### src/rtl/fm_param_meas.sv
// fm_param_meas: windowed FM measurement of modulation frequency, peak deviation and mf = delta_f / mod_freq.
// Optional macro FM_MEAS_AVG_EN: report 4-window moving averages of mod_freq and delta_f.
module fm_param_meas #(
    parameter int unsigned DW         = 10,
    parameter int unsigned FW         = 16,
    parameter int unsigned WIN_CYC    = 100000,
    parameter int unsigned HYST       = 4,
    parameter int unsigned CROSS_GAIN = 500,
    parameter int unsigned DF_GAIN    = 1,
    parameter int unsigned MF_FRAC    = 4,
    parameter int unsigned MFW        = 12
) (
    input  logic           clk_100m,
    input  logic           rst,
    input  logic           s_valid,
    input  logic [DW-1:0]  s_data,
    input  logic [DW-1:0]  mid_value,
    output logic           meas_valid,
    output logic [FW-1:0]  mod_freq,
    output logic [FW-1:0]  delta_f,
    output logic [MFW-1:0] mf,
    output logic           div_zero,
    output logic           sat
);
    localparam int unsigned CW  = $clog2(WIN_CYC + 1);
    localparam int unsigned WCW = $clog2(WIN_CYC);
    localparam int unsigned QW  = FW + MF_FRAC;
    localparam int unsigned QCW = $clog2(QW + 1);
    localparam logic [DW-1:0]  D_MAX  = '1;
    localparam logic [FW-1:0]  F_MAX  = '1;
    localparam logic [MFW-1:0] MF_MAX = '1;

    typedef enum logic [1:0] {X_UNKNOWN, X_ABOVE, X_BELOW} xing_t;
    typedef enum logic [1:0] {DIV_IDLE, DIV_RUN, DIV_DONE} div_state_t;

    logic [WCW-1:0] win_cnt;
    logic           win_end;
    logic [DW-1:0]  mid_q, peak_pos, peak_neg;
    logic [CW-1:0]  cross_cnt;
    xing_t          xing;

    logic [31:0]    hi_w;
    logic [DW-1:0]  thr_hi, thr_lo;
    logic [CW-1:0]  cnt_nx;
    xing_t          xing_nx;
    logic [DW-1:0]  pos_nx, neg_nx;
    logic [DW-1:0]  exc_pos, exc_neg, exc;
    logic [63:0]    f_full, d_full;
    logic           f_clip, d_clip;
    logic [FW-1:0]  f_win, d_win, f_load, d_load;

    assign win_end = (win_cnt == WCW'(WIN_CYC - 1));

    always_comb begin
        hi_w   = 32'(mid_q) + HYST;
        thr_hi = (hi_w > 32'(D_MAX)) ? D_MAX : hi_w[DW-1:0];
        thr_lo = (32'(mid_q) < HYST) ? '0 : DW'(32'(mid_q) - HYST);
    end

    // Next-cycle tracker state; at window end these include the closing sample.
    always_comb begin
        cnt_nx  = cross_cnt;
        xing_nx = xing;
        pos_nx  = peak_pos;
        neg_nx  = peak_neg;
        if (s_valid) begin
            if (s_data >= thr_hi) begin
                xing_nx = X_ABOVE;
                if (xing == X_BELOW && cross_cnt != '1) cnt_nx = cross_cnt + 1'b1;
            end else if (s_data <= thr_lo) begin
                xing_nx = X_BELOW;
                if (xing == X_ABOVE && cross_cnt != '1) cnt_nx = cross_cnt + 1'b1;
            end
            if (s_data > peak_pos) pos_nx = s_data;
            if (s_data < peak_neg) neg_nx = s_data;
        end
    end

    always_comb begin
        exc_pos = pos_nx - mid_q;
        exc_neg = mid_q - neg_nx;
        exc     = (exc_pos > exc_neg) ? exc_pos : exc_neg;
        f_full  = 64'(cnt_nx) * 64'(CROSS_GAIN);
        d_full  = 64'(exc) * 64'(DF_GAIN);
        f_clip  = f_full > 64'(F_MAX);
        d_clip  = d_full > 64'(F_MAX);
        f_win   = f_clip ? F_MAX : f_full[FW-1:0];
        d_win   = d_clip ? F_MAX : d_full[FW-1:0];
    end

    always_ff @(posedge clk_100m) begin
        if (rst || win_end) begin
            win_cnt   <= '0;
            mid_q     <= mid_value;
            peak_pos  <= mid_value;
            peak_neg  <= mid_value;
            cross_cnt <= '0;
            xing      <= X_UNKNOWN;
        end else begin
            win_cnt   <= win_cnt + 1'b1;
            peak_pos  <= pos_nx;
            peak_neg  <= neg_nx;
            cross_cnt <= cnt_nx;
            xing      <= xing_nx;
        end
    end

`ifdef FM_MEAS_AVG_EN
    logic [FW-1:0] f_hist [3];
    logic [FW-1:0] d_hist [3];
    logic [FW+1:0] f_sum, d_sum;

    always_comb begin
        f_sum  = (FW+2)'(f_win) + (FW+2)'(f_hist[0]) + (FW+2)'(f_hist[1]) + (FW+2)'(f_hist[2]);
        d_sum  = (FW+2)'(d_win) + (FW+2)'(d_hist[0]) + (FW+2)'(d_hist[1]) + (FW+2)'(d_hist[2]);
        f_load = FW'(f_sum >> 2);
        d_load = FW'(d_sum >> 2);
    end

    always_ff @(posedge clk_100m) begin
        if (rst) begin
            for (int unsigned i = 0; i < 3; i++) begin
                f_hist[i] <= '0;
                d_hist[i] <= '0;
            end
        end else if (win_end) begin
            f_hist[0] <= f_win;
            f_hist[1] <= f_hist[0];
            f_hist[2] <= f_hist[1];
            d_hist[0] <= d_win;
            d_hist[1] <= d_hist[0];
            d_hist[2] <= d_hist[1];
        end
    end
`else
    assign f_load = f_win;
    assign d_load = d_win;
`endif

    div_state_t      div_state;
    logic [FW-1:0]   f_q, d_q, rem;
    logic [QW-1:0]   quo;
    logic [QCW-1:0]  bit_cnt;
    logic            sat_q, dz_q;
    logic [FW:0]     trial;
    logic            trial_ge;
    logic [QW+MFW-1:0] qx;
    logic            q_ovf;

    // quo starts as the dividend and shifts quotient bits in from the right.
    assign trial    = {rem, quo[QW-1]};
    assign trial_ge = trial >= {1'b0, f_q};
    assign qx       = {{MFW{1'b0}}, quo};
    assign q_ovf    = qx > {{QW{1'b0}}, MF_MAX};

    always_ff @(posedge clk_100m) begin
        if (rst) begin
            div_state  <= DIV_IDLE;
            f_q        <= '0;
            d_q        <= '0;
            rem        <= '0;
            quo        <= '0;
            bit_cnt    <= '0;
            sat_q      <= 1'b0;
            dz_q       <= 1'b0;
            meas_valid <= 1'b0;
            mod_freq   <= '0;
            delta_f    <= '0;
            mf         <= '0;
            div_zero   <= 1'b0;
            sat        <= 1'b0;
        end else begin
            meas_valid <= 1'b0;
            case (div_state)
                DIV_IDLE: begin
                    if (win_end) begin
                        f_q       <= f_load;
                        d_q       <= d_load;
                        sat_q     <= f_clip | d_clip;
                        dz_q      <= (f_load == '0);
                        rem       <= '0;
                        bit_cnt   <= '0;
                        quo       <= QW'(d_load) << MF_FRAC;
                        div_state <= (f_load == '0) ? DIV_DONE : DIV_RUN;
                    end
                end
                DIV_RUN: begin
                    rem     <= trial_ge ? FW'(trial - {1'b0, f_q}) : trial[FW-1:0];
                    quo     <= {quo[QW-2:0], trial_ge};
                    bit_cnt <= bit_cnt + 1'b1;
                    if (bit_cnt == QCW'(QW - 1)) div_state <= DIV_DONE;
                end
                DIV_DONE: begin
                    meas_valid <= 1'b1;
                    mod_freq   <= f_q;
                    delta_f    <= d_q;
                    div_zero   <= dz_q;
                    if (dz_q) begin
                        mf  <= '1;
                        sat <= sat_q;
                    end else if (q_ovf) begin
                        mf  <= '1;
                        sat <= 1'b1;
                    end else begin
                        mf  <= qx[MFW-1:0];
                        sat <= sat_q;
                    end
                    div_state <= DIV_IDLE;
                end
                default: div_state <= DIV_IDLE;
            endcase
        end
    end
endmodule
### config.mk
export PLATFORM = sky130hd
export DESIGN_NAME = fm_param_meas
export DESIGN_NICKNAME = d
export VERILOG_FILES = /design/src/rtl/fm_param_meas.sv
export SDC_FILE = /design/constraint.sdc
export NUM_CORES = 1
export LEC_CHECK = 0
export ABC_CLOCK_PERIOD_IN_PS = 9600
export CAP_MARGIN = 5
export CORE_ASPECT_RATIO = 0.8
export CORE_MARGIN = 3
export CORE_UTILIZATION = 60
export DETAILED_ROUTE_END_ITERATION = 16
export GPL_ROUTABILITY_DRIVEN = 0
export MAX_ROUTING_LAYER = met4
export PLACE_DENSITY = 0.79
export RECOVER_POWER = 25
export SETUP_SLACK_MARGIN = 0.3
export SLEW_MARGIN = 15
export SYNTH_ARGS = -nofsm -noshare
export SYNTH_HDL_FRONTEND = slang
export SYNTH_SLANG_ARGS = --single-unit
### constraint.sdc
create_clock -name clk_100m -period 9.6 [get_ports clk_100m]
set_clock_uncertainty 0.1 [all_clocks]
set_input_delay 1.92 -clock clk_100m [delete_from_list [all_inputs] [get_ports clk_100m]]
set_output_delay 1.92 -clock clk_100m [all_outputs]
set_load 0.03 [all_outputs]
==> impl_results.md <==
* Status: finished with violations
* Violated checks: max-capacitance violations, max-slew violations
* Initial DRC count at 1034
* Nature of the critical path endpoint: flop
* Net Sw Frac at between 30% and 40%
* Bufs on Longest Clock Path at 2
* Pwr dens at 136 nW/um^2
* Flop pwr share at 37.3%
* RSZ-0062 raised after global routing: no
* Die X at around 170 microns
* Cell count after synthesis at between 1500 and 2000
* Post-DR vias/cell at ~5.9
* HPWL after detailed placement at between 20000 and 25000 microns
* Setup crit end: f_q[15]$_SDFFE_PP0P_
* CP required at 9.61 ns
* N_diodes at 0
* Fillers at 1723
* Rel. slew slack at -151%
* Die area at 24300 sq um
* Clock transition at the registers of the reported paths at roughly 0.080 ns
* Async SR Flop Fraction at 0%
* Peak supply drop at between 0.1 and 0.15 mV
* Worst setup SP type: flop
* CP startpoint: mid_q[3]$_DFFE_PP_
* Yosys top cell area share at 24.5%
* Total grt overflow at 0
* Leak pwr at 6.35 nW
* Max-slew violations at 80
* Synth Flop Type: dfxtp_1
* Initial antenna violation count at 0
* Most frequent cells after synthesis: 176 x nor2_1, 165 x dfxtp_1, 155 x nand2_1, 140 x inv_1, 137 x ha_1
* Number of synthesized flops with an enable pin at 10
* Net Switching at 715 uW
* Worst skew pair latency at 0.44 ns
* Top-count cell post-synth: nor2_1
* Worst Max-Slew Pin Slew at 3.76 ns
* Syn Std Cell Area at 13500 sq um
* Largest net degree at the start of global routing at 80
* Worst r2r src: mid_q[3]$_DFFE_PP_
* Routed Antenna Nets at 0
* Num CTS Buffers at 17
* Crit Path Category: reg -> reg
* Fmax at 110 MHz
* Critical Path AT at 9.10 ns
* Fin crit period at 9.08 ns
* Ranking of synthesized cells by area: dfxtp_1 24%, ha_1 13%, fa_1 7.7%
* Crit share post-route at 94.6%
* Setup-failing EPs final at 0
* Initial Util at 61.9%
* Register bit total from synthesis at 175
* H-tree depth at 4
* CP most frequent cell: inv_1
* R2R cell count at 37
* RR Endpoint: f_q[15]$_SDFFE_PP0P_
* CP max stage cell: fa_1
* Clock power frac at between 30% and 40%
* All-Layer GR Usage at 27.0%
* Clk sinks at 175
* First-pass GRT wire length at 53500 microns
* Core Rows at 48
* Drt first pass iters at 6
* Logic pwr share at 28.4%
* Non-filler cells, final at 1971
* Register area share after synthesis at 26.7%
* Die span in y at 140 microns
* Nets at 1870
* Drt wl/cell at 16.2 microns
* Root Driver: clkbuf_16
* Vias in the first global route at 11000
* Drt total wl at 31900 microns
* Buffers on Ports at 63
* Layout cell share with drive strength beyond 1 at 8.32%
* Via count at approximately 12000
* YS warnings at 0
* Max incr delay on CP at 0.55 ns
* Synth-to-Final Area Change at 11.7%
* Max Cap Violations at 1
* CP Max Fanout at 15
* Setup ws final at 0.516 ns
* Setup TNS at 0 ns
* Cell taking the most area after synthesis: dfxtp_1
* Core area at 21800 sq um
* Pre-CTS setup slack at 0.0639 ns
* Internal power at 1.34 mW
* Yosys cell types at 98
* Syn Area/Cell at 8.39 sq um
* Dpl cells at 1932
* Cts hold-fix bufs at 0
* Io pins at 70
* Final Hold Viols at 0
* CTS tree: done
* Drc violations at 0
* R2r setup slk at 0.52 ns
* Worst hold path type: reg -> reg
power groups by stage:
stage | Sequential [mW] | Clock (mW) | Combinational (mW)
after global placement | 0.783 | 0 | 0.551
after detailed placement | 0.783 | 0 | 0.571
after floorplan | 0.776 | 0 | 0.436
after CTS | 0.767 | 0.715 | 0.575
after global routing | 0.770 | 0.744 | 0.661
final | 0.768 | 0.705 | 0.585
how the worst min path moves through the flow:
| stage | startpoint | slack (ns) | depth (start not counted) | end |
|---|---|---|---|---|
| finish | f_q[9]$_SDFFE_PP0P_ | 0.35 | 2 | mod_freq[9]$_SDFFE_PP0P_ |
| global route | d_q[1]$_SDFFE_PP0P_ | 0.37 | 2 | delta_f[1]$_SDFFE_PP0P_ |
| CTS | d_q[1]$_SDFFE_PP0P_ | 0.35 | 2 | delta_f[1]$_SDFFE_PP0P_ |
| detailed placement | mod_freq[2]$_SDFFE_PP0P_ | 0.35 | 2 | mod_freq[2]$_SDFFE_PP0P_ |
| global placement | mod_freq[2]$_SDFFE_PP0P_ | 0.34 | 2 | mod_freq[2]$_SDFFE_PP0P_ |
| floorplan | f_q[10]$_SDFFE_PP0P_ | 0.33 | 2 | mod_freq[10]$_SDFFE_PP0P_ |
critical path: cells and delay by family (launching register included):
family,cells,cell delay (ns)
adders and majority gates,7,2.97
AOI/OAI and AO/OA,11,2.17
and+or+nand+nor,10,1.82
buffers and inverters,7,0.71
DFF,1,0.51
muxes,1,0.30
xor gates and xnor gates,1,0.15
per-layer routing:
layer  vias to the layer above  share of wire, %  track usage (%)
li1                       5691                 -                -
met1                      5480                47             39.2
met2                       388                44             40.5
met3                        36               7.9             3.58
met4                         0               1.3             6.01
met5                         -                 0                -
through the flow:
stage	hold slack (ns)	total power [mW]	cell area, sq um	utilization, %
2_1_floorplan	0.332	1.21	13500	-
3_3_place_gp	0.342	1.33	14400	66.0
3_5_place_dp	0.345	1.35	14400	66.0
4_1_cts	0.352	2.06	15000	68.8
5_1_grt	0.370	2.17	15100	69.1
6_report	0.351	2.06	15100	69.1
layout make-up:
class,count,area (sq um),share of cell area (%)
multi-input cells,1223,9060,60.1
repair buffers,98,900,5.97
flip-flops and latches,175,3600,23.9
well taps,300,375,2.49
clock inverters,15,169,1.12
inverters,143,537,3.56
clock buffers,17,425,2.82
registers in the layout, indices dropped and copies added (netlist names), 5 cells and up:
name,cells
mid_q,10
delta_f,10
quo,20
cross_cnt,17
win_cnt,17
peak_pos,10
bit_cnt,5
rem,16
peak_neg,10
d_q,10
f_q,15
mf,12
mod_freq,15
repair_timing:
| item | CTS | global route |
|---|---|---|
| setup buffers | 0 | 7 |
| endpoints found under the setup margin | 0 | 18 |
| endpoints found under the hold margin | 0 | 0 |
| resized for setup | 0 | 12 |
cells in the final DEF, fill, tap and decap left out, types with 25 or more instances in the layout:
| cell | count |
|---|---|
| xor2_1 | 27 |
| dfxtp_1 | 165 |
| fa_1 | 52 |
| xnor2_1 | 49 |
| nand2_1 | 155 |
| nand3_1 | 61 |
| buf_4 | 32 |
| inv_1 | 140 |
| nor3_1 | 30 |
| ha_1 | 136 |
| mux2i_1 | 27 |
| nor2_1 | 174 |
| nand4_1 | 25 |
| a21oi_1 | 125 |
| clkdlybuf4s50_1 | 46 |
| o21ai_0 | 65 |
kinds of logic (layout without fill, tap and decap cells):
kind of cell               count (synthesis)  in the layout  synth area share [%]
adders and majority gates                193            193                  20.7
xor gates and xnor gates                  87             87                  6.57
muxes                                     30             30                  2.42
other                                      1              6                0.0278
AOI/OAI and AO/OA                        350            350                  17.5
and+or+nand+nor                          557            557                  19.7
buffers and inverters                    215            273                  6.42
DFF                                      175            175                  26.7
No activity file was read; power rests on OpenSTA's default activity.
